==> src/rtl/spi_reg_master.sv <==
// rtl/spi_reg_master.sv - SPI mode-0 register master, 16-bit {wr,addr,data} frames.
// Define SPI_REG_MASTER_VERIFY_EN to follow each write with an automatic readback compare.
module spi_reg_master #(
    parameter int CLK_DIV = 4,
    parameter int GAP     = 8
) (
    input  logic       clk_core,
    input  logic       reset_n,
    input  logic       start,
    input  logic       wr,
    input  logic [6:0] addr,
    input  logic [7:0] wr_data,
    output logic       busy,
    output logic       done,
    output logic [7:0] rd_data,
    output logic       sclk,
    output logic       mosi,
    input  logic       miso,
    output logic       ss,
    output logic       error
);

    typedef enum logic [2:0] {
        S_IDLE,
        S_SETUP,
        S_SHIFT,
        S_HOLD,
        S_GAP
    } state_t;

    localparam logic [7:0] DIV_LAST      = 8'(CLK_DIV - 1);
    localparam logic [7:0] GAP_LAST      = 8'(GAP - 1);
    // The IDLE cycle that accepts the next start is part of the ss-high gap.
    localparam logic [7:0] GAP_LAST_IDLE = (GAP > 1) ? 8'(GAP - 2) : 8'd0;

    state_t      state;
    state_t      state_nx;
    logic [7:0]  cnt;
    logic        cnt_last;
    logic [4:0]  edge_cnt;
    logic [15:0] tx_sr;
    logic [7:0]  rx_sr;
    logic        miso_s1;
    logic        miso_s2;
    logic [1:0]  rise_d;
    logic        rise_now;
    logic        shift_end;
    logic        rb_pend;

`ifdef SPI_REG_MASTER_VERIFY_EN
    logic       rb_q;
    logic       rb_chk;
    logic       err_q;
    logic [6:0] addr_q;
    logic [7:0] wdata_q;

    assign rb_pend = rb_q;
    assign error   = err_q;
`else
    assign rb_pend = 1'b0;
    assign error   = 1'b0;
`endif

    always_ff @(posedge clk_core or negedge reset_n) begin
        if (!reset_n) begin
            state <= S_IDLE;
        end else begin
            state <= state_nx;
        end
    end

    always_comb begin
        cnt_last = 1'b0;
        case (state)
            S_SETUP, S_SHIFT, S_HOLD: cnt_last = (cnt == DIV_LAST);
            S_GAP:                    cnt_last = rb_pend ? (cnt == GAP_LAST) : (cnt == GAP_LAST_IDLE);
            default:                  cnt_last = 1'b0;
        endcase
        rise_now  = (state == S_SHIFT) && cnt_last && !sclk;
        shift_end = (state == S_SHIFT) && cnt_last && (edge_cnt == 5'd31);
    end

    always_comb begin
        state_nx = state;
        case (state)
            S_IDLE:  if (start)     state_nx = S_SETUP;
            S_SETUP: if (cnt_last)  state_nx = S_SHIFT;
            S_SHIFT: if (shift_end) state_nx = S_HOLD;
            S_HOLD:  if (cnt_last)  state_nx = (GAP == 1 && !rb_pend) ? S_IDLE : S_GAP;
            S_GAP:   if (cnt_last)  state_nx = rb_pend ? S_SETUP : S_IDLE;
            default:                state_nx = S_IDLE;
        endcase
    end

    always_comb begin
        busy = (state != S_IDLE);
        mosi = tx_sr[15];
    end

    always_ff @(posedge clk_core or negedge reset_n) begin
        if (!reset_n) begin
            cnt      <= 8'd0;
            edge_cnt <= 5'd0;
            tx_sr    <= 16'h0000;
            rx_sr    <= 8'h00;
            miso_s1  <= 1'b0;
            miso_s2  <= 1'b0;
            rise_d   <= 2'b00;
            sclk     <= 1'b0;
            ss       <= 1'b1;
            done     <= 1'b0;
            rd_data  <= 8'h00;
        end else begin
            miso_s1 <= miso;
            miso_s2 <= miso_s1;
            // Sample two cycles after the rising edge so the synchroniser holds the bit present at that edge.
            rise_d  <= {rise_d[0], rise_now};
            done    <= 1'b0;
            if (rise_d[1]) begin
                rx_sr <= {rx_sr[6:0], miso_s2};
            end
            cnt <= (state == S_IDLE || cnt_last) ? 8'd0 : cnt + 8'd1;
            case (state)
                S_IDLE: begin
                    if (start) begin
                        ss       <= 1'b0;
                        tx_sr    <= {wr, addr, (wr ? wr_data : 8'h00)};
                        edge_cnt <= 5'd0;
                    end
                end
                S_SHIFT: begin
                    if (cnt_last) begin
                        sclk     <= ~sclk;
                        edge_cnt <= edge_cnt + 5'd1;
                        if (sclk) begin
                            tx_sr <= {tx_sr[14:0], 1'b0};
                        end
                    end
                end
                S_HOLD: begin
                    if (cnt_last) begin
                        ss <= 1'b1;
                        if (!rb_pend) begin
                            done    <= 1'b1;
                            rd_data <= rx_sr;
                        end
                    end
                end
                S_GAP: begin
`ifdef SPI_REG_MASTER_VERIFY_EN
                    if (cnt_last && rb_pend) begin
                        ss       <= 1'b0;
                        tx_sr    <= {1'b0, addr_q, 8'h00};
                        edge_cnt <= 5'd0;
                    end
`endif
                end
                default: begin
                end
            endcase
        end
    end

`ifdef SPI_REG_MASTER_VERIFY_EN
    always_ff @(posedge clk_core or negedge reset_n) begin
        if (!reset_n) begin
            rb_q    <= 1'b0;
            rb_chk  <= 1'b0;
            err_q   <= 1'b0;
            addr_q  <= 7'h00;
            wdata_q <= 8'h00;
        end else if (state == S_IDLE && start) begin
            rb_q    <= wr;
            rb_chk  <= 1'b0;
            err_q   <= 1'b0;
            addr_q  <= addr;
            wdata_q <= wr_data;
        end else if (state == S_GAP && cnt_last && rb_q) begin
            rb_q   <= 1'b0;
            rb_chk <= 1'b1;
        end else if (state == S_HOLD && cnt_last && !rb_q) begin
            err_q <= rb_chk && (rx_sr != wdata_q);
        end
    end
`endif

endmodule

==> config.mk <==
export PLATFORM = sky130hd
export DESIGN_NAME = spi_reg_master
export DESIGN_NICKNAME = d
export VERILOG_FILES = /design/src/rtl/spi_reg_master.sv
export SDC_FILE = /design/constraint.sdc
export NUM_CORES = 1
export LEC_CHECK = 0
export CORE_MARGIN = 4
export CORE_UTILIZATION = 54
export CTS_BUF_LIST = sky130_fd_sc_hd__clkbuf_8 sky130_fd_sc_hd__clkbuf_16
export DETAILED_ROUTE_END_ITERATION = 7
export MAX_ROUTING_LAYER = met4
export PLACE_DENSITY = 0.79
export SYNTH_ARGS = -nofsm -noshare
export SYNTH_HDL_FRONTEND = slang
export SYNTH_SLANG_ARGS = --single-unit
==> constraint.sdc <==
create_clock -name clk_core -period 3 [get_ports clk_core]
set_clock_uncertainty 0.2 [all_clocks]
set_input_delay 0.6 -clock clk_core [delete_from_list [all_inputs] [get_ports clk_core]]
set_output_delay 0.6 -clock clk_core [all_outputs]
set_load 0.02 [all_outputs]
==> flow_summary_export.csv, run 1 <==
group,metric,value,unit
timing,rsz0062_at_grt,"no",
hold_path,holdCritPathClass,"input pin to asynchronous set/reset pin",
placement,placed_wire_length_estimate_after_detailed_placement,3100,um
setup_path,worstPathRequired,2.98,ns
setup_path,crit_path_max_incr_delay,0.58,ns
setup_path,critical_path.top_delay_family,"simple AND/OR/NAND/NOR gates",
floorplanning,number_of_cell_rows,24,
clocking,post_cts_buffers,0,
floorplanning,die-height,76.4,um
timing,hold_slack,0.0550,ns
routing,average_wire_per_cell_in_the_routed_design,13.8,um
setup_path,bufs_and_invs_on_worst_path,1,
floorplanning,floorplan.core_area,4440,um2
grt,grt_use_total,16.2,%
grt,globalRoute.totalOverflow,0,
timing,setup_viol,0,
power_and_ir_drop,vdd_drop_max,0.000340,V
setup_path,cell_count_along_the_critical_path,5,
cells_and_area,share_of_post_route_cells_with_drive_strength_above_1,21.4,%
power_and_ir_drop,clock_power_share,17.0,%
timing,period_share,89.8,%
synth,ys_seq_area_share,54.5,%
placement,buffer_ports.inserted,32,
setup_path,master_of_the_slowest_instance_on_the_critical_path,"or4b_4",
routing,drt-vias-per-instance,5.50,
power_and_ir_drop,switching_share,33.6,%
cells_and_area,area_of_all_placed_cells_without_fillers,2950,um2
power_and_ir_drop,cellLeakagePower,1.41,nW
status,status,"finished, final reports clean",
cells_and_area,filler_cells,365,
clocking,tritoncts,"done",
setup_path,start_kind,"register",
synth,ys_dominant_reg_cell,"dfrtp_1",
setup_path,setup.worst_path.end_class,"register",
routing,drt_first_pass_iters,4,
synth,synth_cell_types,44,
cells_and_area,mostFrequentLayoutCells,"dfrtp_1, nand2_1, mux2_2",
power_and_ir_drop,seq_pwr_share,50.3,%
routing,wire_length_reported_by_the_detailed_router,4270,um
synth,synth_top_cell_by_area,"dfrtp_1",
clocking,h-tree-depth,2,
job,max_cap_viol_count,0,
synth,yosys_warnings,0,
synth,syn-cell-area,2530,um2
placement,routabilityCongestion,0.822,
clocking,number_of_buffers_added_by_the_clock_tree_synthesis_step,5,
synth,synthDominantCellAreaShare,53.4,%
setup_path,reg2reg_depth,5,
timing,final_critical_path_setup_slack,0.305,ns
timing,finalCriticalPeriod,2.70,ns
power_and_ir_drop,power.combinational.fraction,32.7,%
synth,netlist_top_cells_area,"dfrtp_1, mux2_2, nand2_1",
clocking,cts_sinks,55,
placement,place_area,2870,um2
grt,antenna_found_initial,0,
power_and_ir_drop,cell_internal_pwr,0.00147,W
cells_and_area,multi_input_area,1070,um2
clocking,clk_pin_slew,0.09,ns
grt,global_route_wire_length_before_repair,7450,um
synth,count_of_flip_flops_with_a_built_in_enable_after_synthesis,0,
routing,vias,1698,
synth,async_flop_share,100,%
clocking,clock_latency,0.30,ns
placement,pre_cts_ws,0.333,ns
cells_and_area,register_area,1380,um2
timing,tns,0,ns
grt,grt_start_max_net_pins,25,
synth,synth.net_count,248,
clocking,cts.path.max_buffers,2,
timing,max_slew_margin,60.5,%
floorplanning,floorplan.initialDensity,56.9,%
routing,drc_errors,0,
floorplanning,design.die.area,5840,um2
timing,finalHoldViolations,0,
cells_and_area,antenna_cells,0,
cells_and_area,final_nets,279,
setup_path,worst-path-max-fanout,16,
clocking,cts_hold_repair_buffers,0,
clocking,cts-resized-gates,0,
synth,postSynthRegisterBits,55,
floorplanning,die_width,76.4,um
timing,clock.fmax,0.371,GHz
power_and_ir_drop,total_power,0.00221,W
clocking,cts-root-buf,"clkbuf_8",
timing,timing.final.max_slew_violations,0,
power_and_ir_drop,pd_cells,749,nW/um2
routing,drt_iter0_markers,80,
setup_path,path_cells,"or4b_4 > or3_1 > o31ai_4 > buf_4 > mux2_2",
synth,syn_avg_cell_area,11.2,um2
routing,antenna_violating_nets_post_route,0,
setup_path,criticalPathCategory,"register to register",
cells_and_area,area_delta_synth_final,16.5,%
timing,worst-slew-pin-transition,0.589,ns
synth,synthesis.instances,225,
setup_path,worst-endpoint-arrival,2.68,ns
floorplanning,ios,34,
power_and_ir_drop,p_switching,0.000741,W
cells_and_area,most_common_cell_after_layout_fill_and_taps_aside,"dfrtp_1",
grt,first_global_vias,1634,
-- state kept, by name (all words and copies together) (netlist names) --
register	count
cnt	8
done	1
edge_cnt	5
miso_s1	1
miso_s2	1
rd_data	8
rise_d	2
rx_sr	8
sclk	1
ss	1
state	3
tx_sr	16
-- logic make-up (layout without fill, tap and decap cells) --
kind of cell,after synthesis,count (layout),synth area share [%]
xor gates and xnor gates,7,7,2.42
buffers and inverters,14,46,3.31
DFF,55,55,54.5
adders and majority gates,3,3,1.48
AOI/OAI and AO/OA,18,18,5.84
and+or+nand+nor,93,93,17.2
other,1,1,0.148
muxes,34,34,15.1
-- power groups by stage --
stage	Clock [W]	Sequential [W]	Combinational (W)
after floorplan	0	0.00108	0.000583
after global placement	0	0.00112	0.000715
after detailed placement	0	0.00112	0.000734
after CTS	0.000388	0.00111	0.000734
after global routing	0.000422	0.00114	0.000813
final	0.000375	0.00111	0.000723
-- routing by layer --
| metal | vias to the layer above | GRT usage, % | wire length [um] |
|---|---|---|---|
| met5 | - | - | 0 |
| met4 | 0 | 4.89 | 44 |
| met3 | 6 | 4.96 | 178 |
| met2 | 32 | 25.8 | 2070 |
| met1 | 833 | 19.9 | 1980 |
| li1 | 827 | - | - |
-- path summary, 6_finish.rpt --
check                                         to  slack, ns               from
setup / recovery           tx_sr[14]$_DFFE_PN0P_       0.30   cnt[5]$_DFF_PN0_
hold / removal              rx_sr[7]$_DFFE_PN0P_       0.05            reset_n
setup reg to reg           tx_sr[14]$_DFFE_PN0P_       0.30   cnt[5]$_DFF_PN0_
hold reg to reg                miso_s2$_DFF_PN0_       0.16  miso_s1$_DFF_PN0_
max in group asynchronous         ss$_DFFE_PN1P_       1.88            reset_n
min in group clk_core          miso_s2$_DFF_PN0_       0.16  miso_s1$_DFF_PN0_
-- synth_stat cells (2+ instances only) --
library cell	count
o21ai_0	2
or3_1	2
ha_1	3
mux2_2	33
nand3_1	12
nor3_1	3
dfrtp_1	54
xor2_1	6
or3b_2	2
o21a_1	2
nand2_1	46
or2_2	2
a211oi_1	2
and3_1	4
a21oi_1	2
nor2_1	12
o31a_2	2
nor4_1	2
clkbuf_1	7
nor2b_1	2
buf_6	2
-- cell type report --
class                      instances  share of cell area [%]
clock buffer                       5                    2.34
clock inverter                     3                   0.382
inverter                           1                   0.127
multi-input combinational        156                    36.2
sequential                        55                    46.8
tap                               52                    2.21
timing repair buffer              37                    12.0
-- per-stage QoR --
stage,util (%),instances
2_1_floorplan,-,225
3_3_place_gp,64.5,301
3_5_place_dp,64.5,301
4_1_cts,66.3,309
5_1_grt,66.3,309
6_report,66.3,309
No activity file was read; power rests on OpenSTA's default activity.
==> inputs of run 2 (changes only) <==
--- a/config.mk
+++ b/config.mk
@@ -8,6 +8,7 @@
 export CORE_MARGIN = 4
 export CORE_UTILIZATION = 54
 export CTS_BUF_LIST = sky130_fd_sc_hd__clkbuf_8 sky130_fd_sc_hd__clkbuf_16
+export CTS_CLUSTER_SIZE = 28
 export DETAILED_ROUTE_END_ITERATION = 7
 export MAX_ROUTING_LAYER = met4
 export PLACE_DENSITY = 0.79
==> constraint.sdc (replaced) <==
create_clock -name clk_core -period 2.8 [get_ports clk_core]
set_clock_uncertainty 0.2 [all_clocks]
set_input_delay 0.56 -clock clk_core [delete_from_list [all_inputs] [get_ports clk_core]]
set_output_delay 0.56 -clock clk_core [all_outputs]
set_load 0.02 [all_outputs]
==> run 2 against run 1 <==
Effect of this change:
- clock-buffer cell count unchanged
- maximum frequency up 2.9%
- final cell count down 0.65%
- critical path depth unchanged
- design area up 1.5%
- sequential power up 7%
- largest cell class unchanged
- total power up 13%
==> flow_summary_export.csv, run 2 (synthesized netlist as in run 1, its figures left out) <==
group,metric,value,unit
power_and_ir_drop,pd_cells,835,nW/um2
timing,tns,0,ns
job,max_cap_viol_count,0,
setup_path,worstPathRequired,2.80,ns
grt,first_global_vias,1663,
timing,setup_viol,0,
clocking,h-tree-depth,2,
floorplanning,die_width,76.4,um
setup_path,worst-path-max-fanout,16,
power_and_ir_drop,vdd_drop_max,0.000443,V
cells_and_area,finish.cell_count_without_fillers,307,
grt,grt_start_max_net_pins,56,
floorplanning,floorplan.core_area,4440,um2
hold_path,holdCritPathClass,"input pin to asynchronous set/reset pin",
placement,buffer_ports.inserted,32,
floorplanning,design.die.area,5840,um2
status,status,"finished, final reports clean",
placement,placed_wire_length_estimate_after_detailed_placement,3110,um
clocking,clk_pin_slew,0.09,ns
routing,antenna_violating_nets_post_route,0,
power_and_ir_drop,cellLeakagePower,1.41,nW
clocking,cts_sinks,55,
cells_and_area,mostFrequentLayoutCells,"dfrtp_1, nand2_1, mux2_2",
setup_path,reg2reg_depth,5,
grt,global_route_wire_length_before_repair,7540,um
setup_path,start_kind,"register",
cells_and_area,largest_register_ffs,16,
floorplanning,floorplan.initialDensity,56.9,%
routing,drc_errors,0,
floorplanning,die-height,76.4,um
clocking,number_of_buffers_added_by_the_clock_tree_synthesis_step,5,
setup_path,worstReg2RegStart,"cnt[5]$_DFF_PN0_",
floorplanning,number_of_cell_rows,24,
timing,clock.fmax,0.382,GHz
clocking,cts-resized-gates,0,
timing,rsz0062_at_grt,"no",
clocking,post_cts_buffers,0,
cells_and_area,most_common_cell_after_layout_fill_and_taps_aside,"dfrtp_1",
clocking,cts_hold_repair_buffers,0,
routing,drt_first_pass_iters,4,
cells_and_area,antenna_cells,0,
timing,finalCriticalPeriod,2.62,ns
setup_path,setup.worst_path.end_class,"register",
setup_path,worst-endpoint-arrival,2.62,ns
cells_and_area,final_nets,278,
clocking,clock_latency,0.31,ns
routing,vias,1689,
timing,period_share,93.5,%
routing,wire_length_reported_by_the_detailed_router,4440,um
placement,routabilityCongestion,0.844,
routing,drt-vias-per-instance,5.50,
timing,timing.final.max_slew_violations,0,
clocking,cts.path.max_buffers,2,
cells_and_area,area_delta_synth_final,18.3,%
routing,average_wire_per_cell_in_the_routed_design,14.4,um
grt,grt_use_total,16.7,%
cells_and_area,max_flop_register,"tx_sr",
clocking,tritoncts,"done",
grt,antenna_found_initial,0,
routing,drt_iter0_markers,142,
setup_path,criticalPathCategory,"register to register",
placement,placed_cells_incl_taps,300,
floorplanning,ios,34,
timing,max_slew_margin,59.9,%
clocking,cts-root-buf,"clkbuf_8",
grt,globalRoute.totalOverflow,0,
setup_path,critical_path.startpoint,"cnt[5]$_DFF_PN0_",
timing,finalHoldViolations,0,
timing,worst-slew-pin-transition,0.598,ns
cells_and_area,share_of_post_route_cells_with_drive_strength_above_1,22.0,%
run 2: layout make-up:
| class | count | area [um2] |
|---|---|---|
| fillers | 370 | 1450 |
| flip-flops and latches | 55 | 1380 |
| multi-input cells | 156 | 1070 |
| repair buffers | 36 | 370 |
| clock buffers | 5 | 68.8 |
| well taps | 52 | 65.1 |
| clock inverters | 2 | 37.5 |
| inverters | 1 | 3.75 |
run 2: path summary, 6_finish.rpt:
check | endpoint | slack, ns
max in group asynchronous | ss$_DFFE_PN1P_ | 2.08
min in group clk_core | rise_d[1]$_DFF_PN0_ | 0.16
worst min-delay path | miso_s1$_DFF_PN0_ | 0.02
worst max-delay path | tx_sr[6]$_DFFE_PN0P_ | 0.18
worst min register to register | rise_d[1]$_DFF_PN0_ | 0.16
worst max register to register | tx_sr[6]$_DFFE_PN0P_ | 0.18
run 2: report_power, final:
group | leakage (nW) | total [W] | switching, W | internal, W
clock | 0.0502 | 0.000511 | 0.000250 | 0.000261
combinational | 0.641 | 0.000795 | 0.000385 | 0.000410
sequential | 0.717 | 0.00119 | 0.000185 | 0.00100
total | 1.41 | 0.00250 | 0.000820 | 0.00168
run 2: per-stage QoR:
step	setup WS (ns)	instance area [um2]	util (%)	power, W	hold slack (ns)
global placement	0.231	2880	64.9	0.00198	0.134
finish	0.181	2990	67.3	0.00250	0.0244
CTS	0.177	2990	67.3	0.00253	0.0365
detailed placement	0.186	2880	64.9	0.00201	0.137
global route	0.0771	2990	67.3	0.00267	0.0434
floorplan	0.133	2530	-	0.00178	0.0644
run 2: worst max-delay path, stage by stage, from the launching register on:
cell and delay [ns]:
dfrtp_1 0.42, or4b_4 0.58, or3_1 0.47, o31ai_4 0.32, buf_12 0.19, mux2_2 0.34
run 2: layer usage:
metal | vias up | GRT usage, % | part of all wire (%)
met1 | 814 | 20.6 | 45
li1 | 830 | - | -
met3 | 10 | 4.61 | 3.7
met2 | 35 | 26.4 | 49
met5 | - | - | 0
met4 | 0 | 5.98 | 2.1
